<file path="src/rtl/exec_pkg.sv">
// Shared types and constants for the execute/write-back stage.
//   alu_op_t   : 3-bit opcode (ADD..NOP)
//   ex_state_t : EX occupancy state (IDLE / MUL_BUSY)
//   DATA_W, REG_IDX_W, MUL_CYCLES and derived counter constants
package exec_pkg;

  localparam int DATA_W     = 32;
  localparam int REG_IDX_W  = 2;
  localparam int OP_W       = 3;
  localparam int MUL_CYCLES = DATA_W;
  localparam int MUL_CNT_W  = $clog2(MUL_CYCLES);
  localparam logic [MUL_CNT_W-1:0] MUL_LAST = MUL_CNT_W'(MUL_CYCLES - 1);

  typedef enum logic [OP_W-1:0] {
    OP_ADD = 3'b000,
    OP_SUB = 3'b001,
    OP_AND = 3'b010,
    OP_OR  = 3'b011,
    OP_XOR = 3'b100,
    OP_SLT = 3'b101,
    OP_MUL = 3'b110,
    OP_NOP = 3'b111
  } alu_op_t;

  typedef enum logic {
    S_IDLE     = 1'b0,
    S_MUL_BUSY = 1'b1
  } ex_state_t;

endpackage

</file>
<file path="src/rtl/exec_wb_stage_if.sv">
// Bundle of the issue handshake and the register-file ports.
//   master : issue side + register file (drives instruction, read data)
//   slave  : the exec_wb_stage (drives ready, read indices, write port)
interface exec_wb_stage_if;
  import exec_pkg::*;

  logic                 instr_valid;
  logic                 instr_ready;
  logic [OP_W-1:0]      op;
  logic [REG_IDX_W-1:0] rs;
  logic [REG_IDX_W-1:0] rt;
  logic [REG_IDX_W-1:0] rd;
  logic [REG_IDX_W-1:0] rf_read_reg1;
  logic [REG_IDX_W-1:0] rf_read_reg2;
  logic [DATA_W-1:0]    rf_read_data1;
  logic [DATA_W-1:0]    rf_read_data2;
  logic                 rf_reg_write;
  logic [REG_IDX_W-1:0] rf_write_reg;
  logic [DATA_W-1:0]    rf_write_data;

  modport master (
    output instr_valid, op, rs, rt, rd, rf_read_data1, rf_read_data2,
    input  instr_ready, rf_read_reg1, rf_read_reg2,
           rf_reg_write, rf_write_reg, rf_write_data
  );

  modport slave (
    input  instr_valid, op, rs, rt, rd, rf_read_data1, rf_read_data2,
    output instr_ready, rf_read_reg1, rf_read_reg2,
           rf_reg_write, rf_write_reg, rf_write_data
  );

endinterface

</file>
<file path="src/rtl/exec_alu.sv">
// Single-cycle combinational ALU.
//   i_op     : opcode (MUL and NOP produce 0; MUL is handled by the top)
//   i_a, i_b : operands
//   o_result : ADD/SUB wrap, SLT signed 0/1, bitwise logic ops
module exec_alu
  import exec_pkg::*;
(
  input  alu_op_t           i_op,
  input  logic [DATA_W-1:0] i_a,
  input  logic [DATA_W-1:0] i_b,
  output logic [DATA_W-1:0] o_result
);

  always_comb begin
    o_result = '0;
    case (i_op)
      OP_ADD:  o_result = i_a + i_b;
      OP_SUB:  o_result = i_a - i_b;
      OP_AND:  o_result = i_a & i_b;
      OP_OR:   o_result = i_a | i_b;
      OP_XOR:  o_result = i_a ^ i_b;
      OP_SLT:  o_result = {{(DATA_W-1){1'b0}}, ($signed(i_a) < $signed(i_b))};
      default: o_result = '0;
    endcase
  end

endmodule

</file>
<file path="src/rtl/exec_wb_stage.sv">
// Execute/write-back stage for a 4x32 register file.
//   clk, reset : rising-edge clock, async active-high reset
//   bus        : slave side of exec_wb_stage_if (issue handshake, two read
//                ports, one write port)
// EX holds one instruction; single-cycle ops go through exec_alu, MUL runs a
// 32-iteration shift-add. WB registers the final EX result and drives the
// write port. Operands are forwarded from EX (when final) then WB.
module exec_wb_stage
  import exec_pkg::*;
(
  input  logic             clk,
  input  logic             reset,
  exec_wb_stage_if.slave   bus
);

  ex_state_t r_state, w_state_nxt;

  logic                 r_ex_vld;
  alu_op_t              r_ex_op;
  logic [REG_IDX_W-1:0] r_ex_rd;
  logic [DATA_W-1:0]    r_ex_a, r_ex_b;

  logic [DATA_W-1:0]    r_mul_acc, r_mul_mcand, r_mul_mplier;
  logic [MUL_CNT_W-1:0] r_mul_cnt;

  logic                 r_wb_we;
  logic [REG_IDX_W-1:0] r_wb_reg;
  logic [DATA_W-1:0]    r_wb_data;

  alu_op_t           w_op;
  logic              w_ready, w_accept, w_mul_busy;
  logic              w_ex_final, w_ex_fwd;
  logic [DATA_W-1:0] w_alu_res, w_mul_res, w_ex_res;
  logic [DATA_W-1:0] w_opa, w_opb;

  assign w_op              = alu_op_t'(bus.op);
  assign bus.rf_read_reg1  = bus.rs;
  assign bus.rf_read_reg2  = bus.rt;
  assign bus.instr_ready   = w_ready;
  assign bus.rf_reg_write  = r_wb_we;
  assign bus.rf_write_reg  = r_wb_reg;
  assign bus.rf_write_data = r_wb_data;

  exec_alu u_alu (
    .i_op     (r_ex_op),
    .i_a      (r_ex_a),
    .i_b      (r_ex_b),
    .o_result (w_alu_res)
  );

  // The last shift-add step is folded in combinationally so the product is
  // available in the cycle where mul_cnt reaches its final value.
  assign w_mul_res  = r_mul_acc + (r_mul_mplier[0] ? r_mul_mcand : '0);
  assign w_ex_res   = (r_ex_op == OP_MUL) ? w_mul_res : w_alu_res;
  assign w_ex_final = (r_ex_op != OP_MUL) || (r_mul_cnt == MUL_LAST);
  assign w_ex_fwd   = r_ex_vld && (r_ex_op != OP_NOP) && w_ex_final;

  // EX beats WB when both hold the same index (EX is the younger write).
  assign w_opa = (w_ex_fwd && r_ex_rd == bus.rs)   ? w_ex_res  :
                 (r_wb_we  && r_wb_reg == bus.rs)  ? r_wb_data :
                                                     bus.rf_read_data1;
  assign w_opb = (w_ex_fwd && r_ex_rd == bus.rt)   ? w_ex_res  :
                 (r_wb_we  && r_wb_reg == bus.rt)  ? r_wb_data :
                                                     bus.rf_read_data2;

  assign w_accept = bus.instr_valid && w_ready;

  // FSM: next state and issue-ready.
  always_comb begin
    w_state_nxt = r_state;
    w_ready     = 1'b1;
    w_mul_busy  = 1'b0;
    case (r_state)
      S_IDLE: begin
        if (w_accept && w_op == OP_MUL) w_state_nxt = S_MUL_BUSY;
      end
      S_MUL_BUSY: begin
        w_mul_busy = (r_mul_cnt != MUL_LAST);
        w_ready    = !w_mul_busy;
        if (!w_mul_busy)
          w_state_nxt = (w_accept && w_op == OP_MUL) ? S_MUL_BUSY : S_IDLE;
      end
      default: w_state_nxt = S_IDLE;
    endcase
  end

  always_ff @(posedge clk or posedge reset) begin
    if (reset) r_state <= S_IDLE;
    else       r_state <= w_state_nxt;
  end

  // EX register: holds while a MUL is iterating, otherwise loads the new
  // instruction or a bubble.
  always_ff @(posedge clk or posedge reset) begin
    if (reset) begin
      r_ex_vld <= 1'b0;
      r_ex_op  <= OP_NOP;
      r_ex_rd  <= '0;
      r_ex_a   <= '0;
      r_ex_b   <= '0;
    end else if (w_ready) begin
      r_ex_vld <= bus.instr_valid;
      r_ex_op  <= bus.instr_valid ? w_op : OP_NOP;
      r_ex_rd  <= bus.rd;
      r_ex_a   <= w_opa;
      r_ex_b   <= w_opb;
    end
  end

  // Multiplier: unsigned shift-add, low DATA_W bits kept.
  always_ff @(posedge clk or posedge reset) begin
    if (reset) begin
      r_mul_acc    <= '0;
      r_mul_mcand  <= '0;
      r_mul_mplier <= '0;
      r_mul_cnt    <= '0;
    end else if (w_accept && w_op == OP_MUL) begin
      r_mul_acc    <= '0;
      r_mul_mcand  <= w_opa;
      r_mul_mplier <= w_opb;
      r_mul_cnt    <= '0;
    end else if (w_mul_busy) begin
      r_mul_acc    <= w_mul_res;
      r_mul_mcand  <= r_mul_mcand << 1;
      r_mul_mplier <= r_mul_mplier >> 1;
      r_mul_cnt    <= r_mul_cnt + 1'b1;
    end else begin
      r_mul_cnt    <= '0;
    end
  end

  // WB register: captures EX only once its result is final.
  always_ff @(posedge clk or posedge reset) begin
    if (reset) begin
      r_wb_we   <= 1'b0;
      r_wb_reg  <= '0;
      r_wb_data <= '0;
    end else if (w_ex_final) begin
      r_wb_we   <= r_ex_vld && (r_ex_op != OP_NOP);
      r_wb_reg  <= r_ex_rd;
      r_wb_data <= w_ex_res;
    end else begin
      r_wb_we   <= 1'b0;
    end
  end

endmodule
</file>
<file path="src/flat_wrapper.sv">
// flat-port wrapper written by rule: the top's interface ports become plain ports
module exec_wb_stage_flat import exec_pkg::*;
  (clk, reset, bus_instr_valid, bus_op, bus_rs, bus_rt, bus_rd, bus_rf_read_data1, bus_rf_read_data2, bus_instr_ready, bus_rf_read_reg1, bus_rf_read_reg2, bus_rf_reg_write, bus_rf_write_reg, bus_rf_write_data);
  exec_wb_stage_if bus_i ();
  input  logic clk;
  input  logic reset;
  input wire logic [$bits(bus_i.instr_valid)-1:0] bus_instr_valid;
  input wire logic [$bits(bus_i.op)-1:0] bus_op;
  input wire logic [$bits(bus_i.rs)-1:0] bus_rs;
  input wire logic [$bits(bus_i.rt)-1:0] bus_rt;
  input wire logic [$bits(bus_i.rd)-1:0] bus_rd;
  input wire logic [$bits(bus_i.rf_read_data1)-1:0] bus_rf_read_data1;
  input wire logic [$bits(bus_i.rf_read_data2)-1:0] bus_rf_read_data2;
  output wire logic [$bits(bus_i.instr_ready)-1:0] bus_instr_ready;
  output wire logic [$bits(bus_i.rf_read_reg1)-1:0] bus_rf_read_reg1;
  output wire logic [$bits(bus_i.rf_read_reg2)-1:0] bus_rf_read_reg2;
  output wire logic [$bits(bus_i.rf_reg_write)-1:0] bus_rf_reg_write;
  output wire logic [$bits(bus_i.rf_write_reg)-1:0] bus_rf_write_reg;
  output wire logic [$bits(bus_i.rf_write_data)-1:0] bus_rf_write_data;
  assign bus_i.instr_valid = bus_instr_valid;
  assign bus_i.op = bus_op;
  assign bus_i.rs = bus_rs;
  assign bus_i.rt = bus_rt;
  assign bus_i.rd = bus_rd;
  assign bus_i.rf_read_data1 = bus_rf_read_data1;
  assign bus_i.rf_read_data2 = bus_rf_read_data2;
  assign bus_instr_ready = bus_i.instr_ready;
  assign bus_rf_read_reg1 = bus_i.rf_read_reg1;
  assign bus_rf_read_reg2 = bus_i.rf_read_reg2;
  assign bus_rf_reg_write = bus_i.rf_reg_write;
  assign bus_rf_write_reg = bus_i.rf_write_reg;
  assign bus_rf_write_data = bus_i.rf_write_data;
  exec_wb_stage u_core (.clk(clk), .reset(reset), .bus(bus_i));
endmodule
</file>
<file path="config.mk">
export PLATFORM = sky130hd
export DESIGN_NAME = exec_wb_stage_flat
export DESIGN_NICKNAME = d
export VERILOG_FILES = /design/src/rtl/exec_pkg.sv /design/src/rtl/exec_wb_stage_if.sv /design/src/rtl/exec_alu.sv /design/src/rtl/exec_wb_stage.sv /design/src/flat_wrapper.sv
export SDC_FILE = /design/constraint.sdc
export NUM_CORES = 1
export LEC_CHECK = 0
export ABC_CLOCK_PERIOD_IN_PS = 10930
export BUFFER_PORTS_ARGS = -buffer_cell sky130_fd_sc_hd__buf_2
export CORE_MARGIN = 10
export CORE_UTILIZATION = 50
export CTS_CLUSTER_DIAMETER = 100
export DETAILED_ROUTE_END_ITERATION = 7
export PLACE_DENSITY = 0.64
export SYNTH_ARGS = -nofsm -noshare
export SYNTH_HDL_FRONTEND = slang
export SYNTH_SLANG_ARGS = --single-unit
</file>
<file path="constraint.sdc">
create_clock -name clk -period 10.93 [get_ports clk]
set_input_delay 0.5465 -clock clk [delete_from_list [all_inputs] [get_ports clk]]
set_output_delay 0.5465 -clock clk [all_outputs]
set_load 0.02 [all_outputs]
</file>
After elaboration in Yosys (flattened, before gate mapping) --
Cells that the tools add are included.
Word-level totals: output and inout port bits 40, logic and storage cells 71, register bits 207, input bits 76
Cells by class: reduce and logical (&&, ||, !) cells 12, add/subtract/negate cells 4, equality and inequality tests 15, order comparisons 1, bitwise operators 4, muxes and demuxes 22
Operator list (count):
- $mux 32 | 12
- $pmux 32 s6 | 1
- $add 32x32->32 | 2
- $and 32x32->32 | 1
- $lt 32x32->1 | 1
- $or 32x32->32 | 1
- $sub 32x32->32 | 1
- $xor 32x32->32 | 1
- $eq 3x3->1 const B | 4
- $mux 5 | 2
- $eq 2x2->1 | 4
- $logic_and 1x1->1 | 8
- $eq 3x2->1 const B | 2
- $ne 3x3->1 const B | 2
- $add 5x1->5 const B | 1
- $eq 5x5->1 const B | 1
- $mux 1 | 5
- $ne 5x5->1 const B | 1
- $eq 3x1->1 const B | 1
- $logic_not 3->1 | 1
- $mux 3 | 1
- $pmux 1 s2 | 1
- $reduce_bool 2->1 | 1
- $logic_not 1->1 | 1
- other kinds (2) | 2

Longest topological paths before layout --
Gate-level depths: netlist of run 1.
depth after elaboration 8, gate-level depth with buffers 13, gate-level depth less buffers 13

Cells and area by module --
A second synthesis of run 1 with hierarchy kept.
Unflattened totals: cells, all modules 2278, area, all modules 17611.9 um2
By module, submodules not included:
- exec_wb_stage | area each 12517.0 um2, instances 1, seq. area each 5183.7 um2, cells an instance 1497
- exec_alu | area each 5094.9 um2, instances 1, seq. area each 0.0 um2, cells an instance 781

Worst setup path before layout of run 1 --
No wires, ideal clock.
kind register -> register, start register u_core.r_mul_mplier[0], end register u_core.r_ex_a[30], required time 10.826 ns, period minus slack after synthesis 3.068 ns, buffers on the path 0, setup time 0.104 ns, stages on the path, launching flop included 14, arrival 2.964 ns, path slack 7.862 ns, cells stage by stage dfrtp_1 -> and2_1 -> ha_1 -> inv_1 -> fa_1 -> nor2b_1 -> o211ai_1 -> a211oi_1 -> o2111ai_1 -> a2111o_1 -> o21ai_0 -> a21oi_1 -> and3_1 -> a221oi_1
On the way: word-level cells in the longest chain between the ends 4
Ends and longest elaborated chain:
- start, declared | line exec_wb_stage.sv:23 | logic [DATA_W-1:0] r_mul_acc, r_mul_mcand, r_mul_mplier;
- start signal, assigned | line exec_wb_stage.sv:120 | r_mul_mplier <= w_opb;
- start signal, assigned | line exec_wb_stage.sv:125 | r_mul_mplier <= r_mul_mplier >> 1;
- $mux 32 | line exec_wb_stage.sv:53 | assign w_mul_res = r_mul_acc + (r_mul_mplier[0] ? r_mul_mcand : '0);
- $add 32x32->32 | line exec_wb_stage.sv:53
- $mux 32 | line exec_wb_stage.sv:54 | assign w_ex_res = (r_ex_op == OP_MUL) ? w_mul_res : w_alu_res;
- $mux 32 | line exec_wb_stage.sv:59 | assign w_opa = (w_ex_fwd && r_ex_rd == bus.rs) ? w_ex_res :
- end signal, assigned | line exec_wb_stage.sv:105 | r_ex_a <= w_opa;
- end, declared | line exec_wb_stage.sv:21 | logic [DATA_W-1:0] r_ex_a, r_ex_b;
Every way passes these cells. A chain may end at the register's enable or synchronous reset.

Worst setup path in the final report of run 1 --
start register u_core.r_mul_mplier[0], end register u_core.r_ex_b[28]
On the way: word-level cells in the longest chain between the ends 4
Ends and longest elaborated chain:
- $mux 32 | line exec_wb_stage.sv:53
- $add 32x32->32 | line exec_wb_stage.sv:53
- $mux 32 | line exec_wb_stage.sv:54
- $mux 32 | line exec_wb_stage.sv:62 | assign w_opb = (w_ex_fwd && r_ex_rd == bus.rt) ? w_ex_res :
- end signal, assigned | line exec_wb_stage.sv:106 | r_ex_b <= w_opb;
- end, declared | line exec_wb_stage.sv:21
Every way passes these cells.

==> flow_metrics.tcl, run 1 <==
set metrics [dict create \
    cts_hold_buf 0 \
    clk_pin_slew_ps 60 \
    crit_required_ps 11340 \
    synth_simple_gate_area_frac 0.188 \
    synthDominantCellAreaShare 0.286 \
    cts_root_buf "clkbuf_16" \
    hold_viol_final 0 \
    synth_area_sq_mm 0.0179 \
    cts_tree "yes" \
    overflow 0 \
    synth_top_cell_by_area "dfrtp_1" \
    ys_warn_count 0 \
    grt_max_degree 139 \
    dr.pass1.iters 6 \
    power.static_leakage_nw 9.04 \
    cp-start-kind "flip-flop" \
    power.density_mw_per_mm2 371 \
    insertion_delay_ps 580 \
    initial_core_util 0.504 \
    pwr-share-comb 0.657 \
    final_nets 2451 \
    fp.dieW_um 209 \
    p_sw_w 0.00396 \
    crit_path_end_kind "flip-flop" \
    dr.first_iter.drc_count 1952 \
    synth_nets 2442 \
    synth_xor_area_frac 0.0250 \
    htreeDepth 1 \
    critical_path_class "flip-flop to flip-flop" \
    cts.repair.resized 0 \
    io_buffers 115 \
    gp_congestion 0.994 \
    hpwl_mm 49.7 \
    cts_inserted_buffers 26 \
    dieArea_sq_mm 0.0437 \
    synth_cells 2227 \
    area.sequential_sq_mm 0.00518 \
    clock-skew-final_ps 19.4 \
    fin_crit_sh 0.413 \
    slew_headroom 0.174 \
    core_area_sq_mm 0.0354 \
    synth_area_leaders "dfrtp_1, ha_1, a21oi_1" \
    synthArstFlopShare 1.00 \
    syn_to_final_growth_pct 9.21 \
    synth_compound_area_frac 0.277 \
    power.share.sequential 0.216 \
    drive_gt1_frac 0.124 \
    synth_cell_types 91 \
    synth_edf_count 0 \
    dieHeight_um 209 \
    synth-seq-area-share 0.290 \
    fin_crit_ps 4510 \
    total_power_w 0.00723 \
    ctsLongestPathBuffers 3 \
    p_clk_frac 0.127 \
    synthMuxAreaShare 0.0627 \
    setup_viol 0 \
    grt_pass1_vias 16600 \
    synth-adder-area-share 0.0987 \
    totalWireLength_mm 67.0 \
    grt.total_usage 0.294 \
    p_int_w 0.00327 \
    tns_ps 0 \
    tightest_slew_ps 1230 \
    cp_max_fo 33 \
    nFillCells 3378 \
    synth_top_family_by_area "compound AO/OA/AOI/OAI gates" \
    swShare 0.548 \
    antenna_found_initial 2 \
    grt_first_pass_wirelength_mm 102 \
    drc 0 \
    syn_area_per_cell_sq_um 8.02 \
    fmax_mhz 221 \
    rsz0062_at_grt "no" \
    top_level_ports 116 \
    via_per_inst 6.48 \
    maxSlewViolCount 0 \
    rows 69 \
    antenna_left 0 \
    final_cell_mix "nand2_1, dfrtp_1, a21oi_1" \
    peakVddDrop_mv 0.172 \
    routedWlPerCell_um 24.6 \
    clock_sinks 207 \
    final_common_cell "nand2_1" \
    vias 17600 \
    maxCapViolCount 0 \
    hold_path.class "input port to asynchronous set/reset pin" \
    synth_seq_cells 207 \
    arrival_ps 4930 \
    multi_input_area_sq_mm 0.0117 \
    status "completed" \
    cts_post_setup_buffers_inserted 0 \
    insertedDiodeCount 0 \
    ys_dominant_reg_cell "dfrtp_1" \
]
## cell type report
| type | instances | area share |
|---|---|---|
| clock inverter | 14 | 0.00963 |
| multi-input combinational | 1757 | 0.599 |
| timing repair buffer | 138 | 0.0384 |
| inverter | 106 | 0.0209 |
| clock buffer | 34 | 0.0370 |
| sequential | 207 | 0.266 |
| tap | 461 | 0.0296 |
## worst max-delay path, stage by stage (launching register included)
cell and delay, ps:
dfrtp_1 990, and2_1 240, ha_1 200, inv_1 70
fa_1 430, nor2b_1 240, o211a_1 240, o31ai_2 90
a21oi_1 510, and3_1 330, mux2i_1 210, nand4_1 280
o31ai_1 380, o21ai_0 130
## metrics by stage
stage / utilization / setup slack [ps] / hold WS (ps) / std cells / area [sq um]
2_1_floorplan: - / 4740 / 432 / 2227 / 17900
3_3_place_gp: 0.525 / 6620 / 446 / 2669 / 18600
3_5_place_dp: 0.525 / 6460 / 451 / 2669 / 18600
4_1_cts: 0.551 / 6390 / 167 / 2717 / 19500
5_1_grt: 0.551 / 5980 / 196 / 2717 / 19500
6_report: 0.551 / 6420 / 158 / 2717 / 19500
## synthesized netlist by cell type, types with 11 or more instances
cell and count:
o21ai_1 22, a31oi_1 27, nand4_1 21, a21o_1 27, o21ai_0 131, nor3_1 45
a221o_1 12, nand2b_1 11, o21bai_1 14, xnor2_1 38, dfrtp_1 204, nand3_1 59
a22o_1 12, nor2_1 188, and2_1 39, a211oi_1 16, a221oi_1 19, or3_1 14
o211ai_1 29, ha_1 136, o221ai_1 14, a21oi_1 195, mux2i_1 69, buf_1 25
xor2_1 13, nand2_1 253, a22oi_1 36, o31ai_1 23, o21a_1 13, and3_1 40
inv_1 100, o22ai_1 32, clkbuf_1 112, nor2b_1 23, mux2_2 37
## power groups by stage
stage	logic, W	registers (W)	clock network [W]
finish	0.00475	0.00156	0.000916
global route	0.00514	0.00160	0.000959
CTS	0.00461	0.00154	0.000930
detailed placement	0.00458	0.00155	0
global placement	0.00454	0.00154	0
floorplan	0.00332	0.00142	0
## worst paths after layout
check | to | slack [ps] | startpoint | cells past startpoint
max in group asynchronous | u_core.r_ex_a[2] | 9230 | reset | 3
hold reg to reg | u_core.r_mul_cnt[0] | 460 | u_core.r_mul_cnt[0] | 1
min in group clk | u_core.r_ex_rd[1] | 180 | bus_rd[1] | 3
hold / removal | u_core.r_mul_mplier[31] | 160 | reset | 2
setup / recovery | u_core.r_ex_b[28] | 6420 | u_core.r_mul_mplier[0] | 13
setup reg to reg | u_core.r_ex_b[28] | 6420 | u_core.r_mul_mplier[0] | 13
## routing by layer
metal	vias up	routed length (um)	track usage
met4	2	1660	0.0789
met3	97	7900	0.0853
met1	8524	30600	0.434
met2	882	26800	0.404
met5	-	13	0
li1	8104	-	-
## cell families after synthesis
| kind of cell | Yosys count |
|---|---|
| fa+ha+maj | 139 |
| flops | 207 |
| mux | 107 |
| simple gates | 728 |
| xor+xnor | 51 |
| compound gates | 732 |
| buf+inv | 263 |
No activity file was read; power rests on OpenSTA's default activity.
==> run 2: changes to the inputs <==
--- a/config.mk
+++ b/config.mk
@@ -5,7 +5,8 @@
 export SDC_FILE = /design/constraint.sdc
 export NUM_CORES = 1
 export LEC_CHECK = 0
-export ABC_CLOCK_PERIOD_IN_PS = 10930
+export ABC_AREA = 1
+export ABC_CLOCK_PERIOD_IN_PS = 4600
 export BUFFER_PORTS_ARGS = -buffer_cell sky130_fd_sc_hd__buf_2
 export CORE_MARGIN = 10
 export CORE_UTILIZATION = 50
==> constraint.sdc (replaced) <==
create_clock -name clk -period 4.6 [get_ports clk]
set_input_delay 0.23 -clock clk [delete_from_list [all_inputs] [get_ports clk]]
set_output_delay 0.23 -clock clk [all_outputs]
set_load 0.02 [all_outputs]
==> run 2 against run 1 <==
Compared with the run above: clock skew shrank 5.1 ps; setup slack lost 5200 ps; combinational power is 120% higher; global-route usage up 0.96 points; synthesized area up 3.7%; largest cell class unchanged; via count is 12% higher; critical path type unchanged; design area is 2.9% higher.
==> flow_metrics.tcl, run 2 <==
set metrics [dict create \
    setup_viol 0 \
    tns_ps 0 \
    grt_max_degree 101 \
    totalWireLength_mm 69.7 \
    worstHoldPathCells 4 \
    synth_compound_area_frac 0.152 \
    dieHeight_um 212 \
    via_per_inst 5.81 \
    cts_inserted_buffers 23 \
    syn_to_final_growth_pct 8.42 \
    peakVddDrop_mv 0.447 \
    critical_path_cell_count 13 \
    dr.first_iter.drc_count 2198 \
    io_buffers 115 \
    gp_congestion 0.998 \
    dieArea_sq_mm 0.0451 \
    cp_num_buf_inv 4 \
    synthArstFlopShare 1.00 \
    grt.total_usage 0.304 \
    cp_top_family "buffers and inverters" \
    antenna_left 0 \
    cp-start-kind "flip-flop" \
    synth_xor_area_frac 0.00852 \
    cp_slowest_cell "buf_4" \
    path_common_cell "nand2_1" \
    final_nets 3120 \
    final_common_cell "nand2_1" \
    fp.dieW_um 212 \
    grt_pass1_vias 18300 \
    power.static_leakage_nw 10.8 \
    overflow 0 \
    ys_warn_count 0 \
    fin_crit_ps 3370 \
    drc 0 \
    synth-adder-area-share 0.0952 \
    synth_seq_cells 207 \
    crit_path_end_kind "flip-flop" \
    r2r-start "u_core.r_mul_cnt[0]" \
    grt_first_pass_wirelength_mm 106 \
    insertedDiodeCount 0 \
    tightest_slew_ps 1190 \
    clk_pin_slew_ps 60 \
    slew_headroom 0.205 \
    ys_dominant_reg_cell "dfrtp_1" \
    synth_cells 2866 \
    cts_root_buf "clkbuf_16" \
    reg2reg_to "u_core.r_mul_mcand[17]" \
    crit_required_ps 5050 \
    synthDominantCellAreaShare 0.276 \
    cts_hold_buf 6 \
    hpwl_mm 53.6 \
    ctsLongestPathBuffers 3 \
    worstHoldEndpoint "u_core.r_ex_op[2]" \
    htreeDepth 1 \
    final_cell_mix "nand2_1, inv_1, nand3_1" \
    total_power_w 0.0157 \
    maxCapViolCount 0 \
    hp-start "bus_instr_valid" \
    max_stage_delay_ps 570 \
    vias 19700 \
    fmax_mhz 297 \
    drive_gt1_frac 0.0771 \
    cts.repair.resized 0 \
    path_cells "ha_1 -> nand2_1 -> nor2_1 -> ha_1 -> inv_1 -> nand2_4 -> inv_4 -> nor2_4 -> buf_4 -> nand2_1 -> o21ai_0 -> inv_1 -> nand2_1" \
    dpl_cell_area_sq_mm 0.0193 \
    fin_crit_sh 0.733 \
    rsz0062_at_grt "no" \
    synth_nets 3081 \
    routedWlPerCell_um 20.6 \
    insertion_delay_ps 530 \
    antenna_found_initial 0 \
    synth_edf_count 0 \
    syn_area_per_cell_sq_um 6.46 \
    status "completed" \
    dr.pass1.iters 6 \
    synth_cell_types 53 \
    top_level_ports 116 \
    critical_path_class "flip-flop to flip-flop" \
    synth_top_family_by_area "simple AND/OR/NAND/NOR gates" \
    hold_path.class "input port to flip-flop" \
    synth_area_sq_mm 0.0185 \
    synth-seq-area-share 0.280 \
    synthMuxAreaShare 0 \
    rows 70 \
    arrival_ps 3820 \
    clock-skew-final_ps 14.3 \
    synth.most_common_cell "nand2_1" \
    cts_post_setup_buffers_inserted 0 \
    synth_top_cell_by_area "dfrtp_1" \
    synth_area_leaders "dfrtp_1, nand2_1, ha_1" \
    finish.instance_area_sq_mm 0.0201 \
    power.density_mw_per_mm2 782 \
    hold_viol_final 0 \
    maxSlewViolCount 0 \
    cp_max_fo 100 \
    clock_sinks 207 \
    reg2reg_setup_slack_ps 1230 \
    initial_core_util 0.506 \
    cts_tree "yes" \
    synth_common_cells "nand2_1, inv_1, nand3_1" \
    core_area_sq_mm 0.0366 \
    synth_simple_gate_area_frac 0.342 \
    reg2reg_depth 13 \
]
==> run 2: how the worst max path moves through the flow <==
stage,startpoint,endpoint
floorplan,reset,u_core.bus.rf_reg_write
global placement,u_core.r_mul_cnt[0],u_core.r_mul_cnt[2]
detailed placement,u_core.r_mul_mplier[0],u_core.r_mul_mcand[4]
CTS,u_core.r_mul_mplier[0],u_core.r_mul_mcand[4]
global route,u_core.r_mul_cnt[0],u_core.r_mul_mcand[19]
finish,u_core.r_mul_cnt[0],u_core.r_mul_mcand[17]
==> run 2: metal layers <==
| layer | global-route usage | vias to the layer above | part of all wire |
|---|---|---|---|
| li1 | - | 9400 | - |
| met1 | 0.431 | 9318 | 0.44 |
| met2 | 0.465 | 826 | 0.44 |
| met3 | 0.0350 | 120 | 0.083 |
| met4 | 0.111 | 0 | 0.034 |
| met5 | 0 | - | 0 |
==> run 2: cell type report <==
type,instances,area [sq um]
fill,3717,16500
multi-input combinational,2093,11100
sequential,207,5180
inverter,441,1660
timing repair buffer,139,796
clock buffer,30,652
tap,468,586
clock inverter,8,96.3
==> run 2: metrics by stage <==
step	worst slack [ps]	util	hold slack, ps	instances
floorplan	1690	-	347	2866
global placement	1360	0.526	199	3342
detailed placement	1310	0.526	209	3342
CTS	1280	0.548	33.1	3386
global route	864	0.548	98.3	3386
finish	1230	0.548	39.7	3386
==> run 2: kinds of logic after synthesis <==
group,Yosys count
DFF,207
AOI/OAI and AO/OA,449
buffers and inverters,566
adders and majority gates,139
xor gates and xnor gates,18
and+or+nand+nor,1487
==> run 2: tightest hold or removal path: cells and delay by family <==
| family | cells | cell delay [ps] |
|---|---|---|
| buffers and inverters | 1 | 80 |
| AOI/OAI and AO/OA | 1 | 50 |
| and+or+nand+nor | 2 | 200 |
==> run 2: power by group <==
group	switching [W]	internal, W	total (W)
Sequential	0.000793	0.00264	0.00344
Clock	0.000776	0.00110	0.00188
Combinational	0.00731	0.00308	0.0104
==> run 3: changes to the inputs <==
--- a/config.mk
+++ b/config.mk
@@ -6,13 +6,13 @@
 export NUM_CORES = 1
 export LEC_CHECK = 0
 export ABC_AREA = 1
-export ABC_CLOCK_PERIOD_IN_PS = 4600
+export ABC_CLOCK_PERIOD_IN_PS = 2800
 export BUFFER_PORTS_ARGS = -buffer_cell sky130_fd_sc_hd__buf_2
 export CORE_MARGIN = 10
 export CORE_UTILIZATION = 50
 export CTS_CLUSTER_DIAMETER = 100
 export DETAILED_ROUTE_END_ITERATION = 7
-export PLACE_DENSITY = 0.64
+export PLACE_DENSITY = 0.66
 export SYNTH_ARGS = -nofsm -noshare
 export SYNTH_HDL_FRONTEND = slang
 export SYNTH_SLANG_ARGS = --single-unit
==> constraint.sdc (replaced) <==
create_clock -name clk -period 2.8 [get_ports clk]
set_input_delay 0.14 -clock clk [delete_from_list [all_inputs] [get_ports clk]]
set_output_delay 0.14 -clock clk [all_outputs]
set_load 0.02 [all_outputs]
==> run 3 against run 2 <==
Compared with the run above: register-to-register slack got worse by 1200 ps; die area did not move; routed wire length rose by 6.8%; design area rose by 15%; critical path depth rose by 3; clock power rose by 82%; sequential cell count did not move; non-clock buffer count rose by 209; setup slack got worse by 1200 ps; critical path type unchanged; critical endpoint is now u_core.r_mul_mcand[31]; highest routed layer unchanged.
==> flow_metrics.tcl, run 3 (synthesis results as in run 2) <==
set metrics [dict create \
    grt_first_pass_wirelength_mm 112 \
    cts_tree "yes" \
    vias 21000 \
    fin_ws_ps 6.38 \
    fin_crit_sh 0.998 \
    power.static_leakage_nw 12.1 \
    cts_inserted_buffers 26 \
    cp-start-kind "flip-flop" \
    hold_path.class "input port to flip-flop" \
    fmax_mhz 358 \
    path_common_cell "nand3_1" \
    gp_congestion 1.05 \
    overflow 0 \
    syn_to_final_growth_pct 24.8 \
    fin_crit_ps 2790 \
    cp_num_buf_inv 4 \
    dieHeight_um 212 \
    dieArea_sq_mm 0.0451 \
    cp_max_fo 10 \
    arrival_ps 3220 \
    path_cells "buf_8 -> buf_12 -> nand2_1 -> inv_1 -> ha_1 -> buf_4 -> a21o_1 -> nor2_2 -> and2_4 -> nor2_1 -> nor2_1 -> nand3_1 -> nand3_2 -> nand3_1 -> nand3_1 -> nand2_1" \
    max_stage_delay_ps 480 \
    nFillCells 3418 \
    hpwl_mm 56.8 \
    ctsLongestPathBuffers 3 \
    dpl_cell_area_sq_mm 0.0208 \
    hold_viol_final 0 \
    final_common_cell "nand2_1" \
    clock-skew-final_ps 45.1 \
    htreeDepth 1 \
    core_area_sq_mm 0.0366 \
    tightest_slew_ps 696 \
    dp_slack_ps -269 \
    initial_core_util 0.506 \
    io_buffers 115 \
    dr.pass1.iters 6 \
    maxSlewViolCount 0 \
    finish.instance_area_sq_mm 0.0231 \
    insertedDiodeCount 0 \
    rows 70 \
    drive_gt1_frac 0.204 \
    crit_required_ps 3220 \
    final_cell_mix "nand2_1, inv_1, nand3_1" \
    insertion_delay_ps 580 \
    grt_pass1_vias 19900 \
    totalWireLength_mm 74.5 \
    antenna_found_initial 1 \
    rsz0062_at_grt "yes" \
    via_per_inst 5.82 \
    fp.dieW_um 212 \
    peakVddDrop_mv 0.715 \
    critical_path_class "flip-flop to flip-flop" \
    top_level_ports 116 \
    dr.first_iter.drc_count 2366 \
    maxCapViolCount 0 \
    slew_headroom 0.536 \
    drc 0 \
    grt_max_degree 93 \
    cp_slowest_cell "dfrtp_2" \
    grt.total_usage 0.319 \
    clock_sinks 207 \
    cp_top_family "simple AND/OR/NAND/NOR gates" \
    power.density_mw_per_mm2 1300 \
    cts_root_buf "clkbuf_16" \
    setup_viol 0 \
    clk_pin_slew_ps 70 \
    antenna_left 0 \
    status "completed" \
    final_nets 3332 \
    routedWlPerCell_um 20.7 \
    crit_path_end_kind "flip-flop" \
]
[run 3: changes by cell type in the layout (fill, tap and decap cells not counted), moves of 25 or more]
cell	previous run	this run
ha_1	136	91
nand3_1	310	269
nand3_2	7	40
nand2_2	4	46
a21oi_1	118	93
ha_4	0	25
buf_4	16	191
nand2_1	870	825
[run 3: worst paths after layout]
path                                        start                      endpoint  slack (ps)  cells after the start
hold / removal               bus_rf_read_data2[9]        u_core.r_mul_mplier[9]          20                      5
hold reg to reg               u_core.r_mul_cnt[0]           u_core.r_mul_cnt[0]         470                      1
max in group asynchronous                   reset  u_core.bus.rf_write_data[20]        1700                      4
setup / recovery           u_core.r_mul_mplier[0]        u_core.r_mul_mcand[31]           6                     16
setup reg to reg           u_core.r_mul_mplier[0]        u_core.r_mul_mcand[31]           6                     16
min in group asynchronous                   reset        u_core.r_mul_mplier[0]         190                      3
[run 3: what timing repair did]
action,4_1_cts,5_1_grt
setup buffers,1,6
resized for setup,27,246
gates cloned,0,1
endpoints found under the hold margin,36,0
pin swaps,0,25
endpoints found under the setup margin,53,139
hold buffers,19,0
[run 3: area by class of cell]
type                       instances  area, sq um  share of cell area
clock buffer                      35          704              0.0305
clock inverter                    12          136             0.00590
inverter                         441         1660              0.0720
multi-input combinational       2093        12200               0.528
sequential                       207         5190               0.225
tap                              468          586              0.0254
timing repair buffer             348         2620               0.113
[run 3: worst register-to-register path, stage by stage (launching register included)]
cell and delay, ps:
dfrtp_2 480, buf_8 170, buf_12 140, nand2_1 70, inv_1 40, ha_1 280, buf_4 170, a21o_1 210
nor2_2 110, and2_4 160, nor2_1 50, nor2_1 150, nand3_1 150, nand3_2 140, nand3_1 110, nand3_1 130
nand2_1 80
[run 3: power breakdown]
part | switching, W | internal [W] | total, W | leakage, nW
sequential | 0.00120 | 0.00435 | 0.00555 | 2.62
combinational | 0.0134 | 0.00757 | 0.0210 | 9.08
clock | 0.00146 | 0.00196 | 0.00342 | 0.408
[run 3: layer usage]
layer	part of all wire	vias up	wire length (um)	global-route usage
met4	0.039	0	2920	0.118
li1	-	9863	-	-
met1	0.43	9892	31700	0.443
met2	0.45	1045	33600	0.500
met3	0.085	162	6350	0.0358
met5	0	-	0	0
[run 3: through the flow]
stage	TNS [ps]	hold WS [ps]	cells	total power, W	util
2_1_floorplan	-4850	257	2866	0.0172	-
3_3_place_gp	-1190	229	3530	0.0241	0.569
3_5_place_dp	-2300	234	3530	0.0244	0.569
4_1_cts	-32.9	0.921	3597	0.0280	0.600
5_1_grt	-1360	40.0	3604	0.0322	0.631
6_report	0	21.5	3604	0.0300	0.631
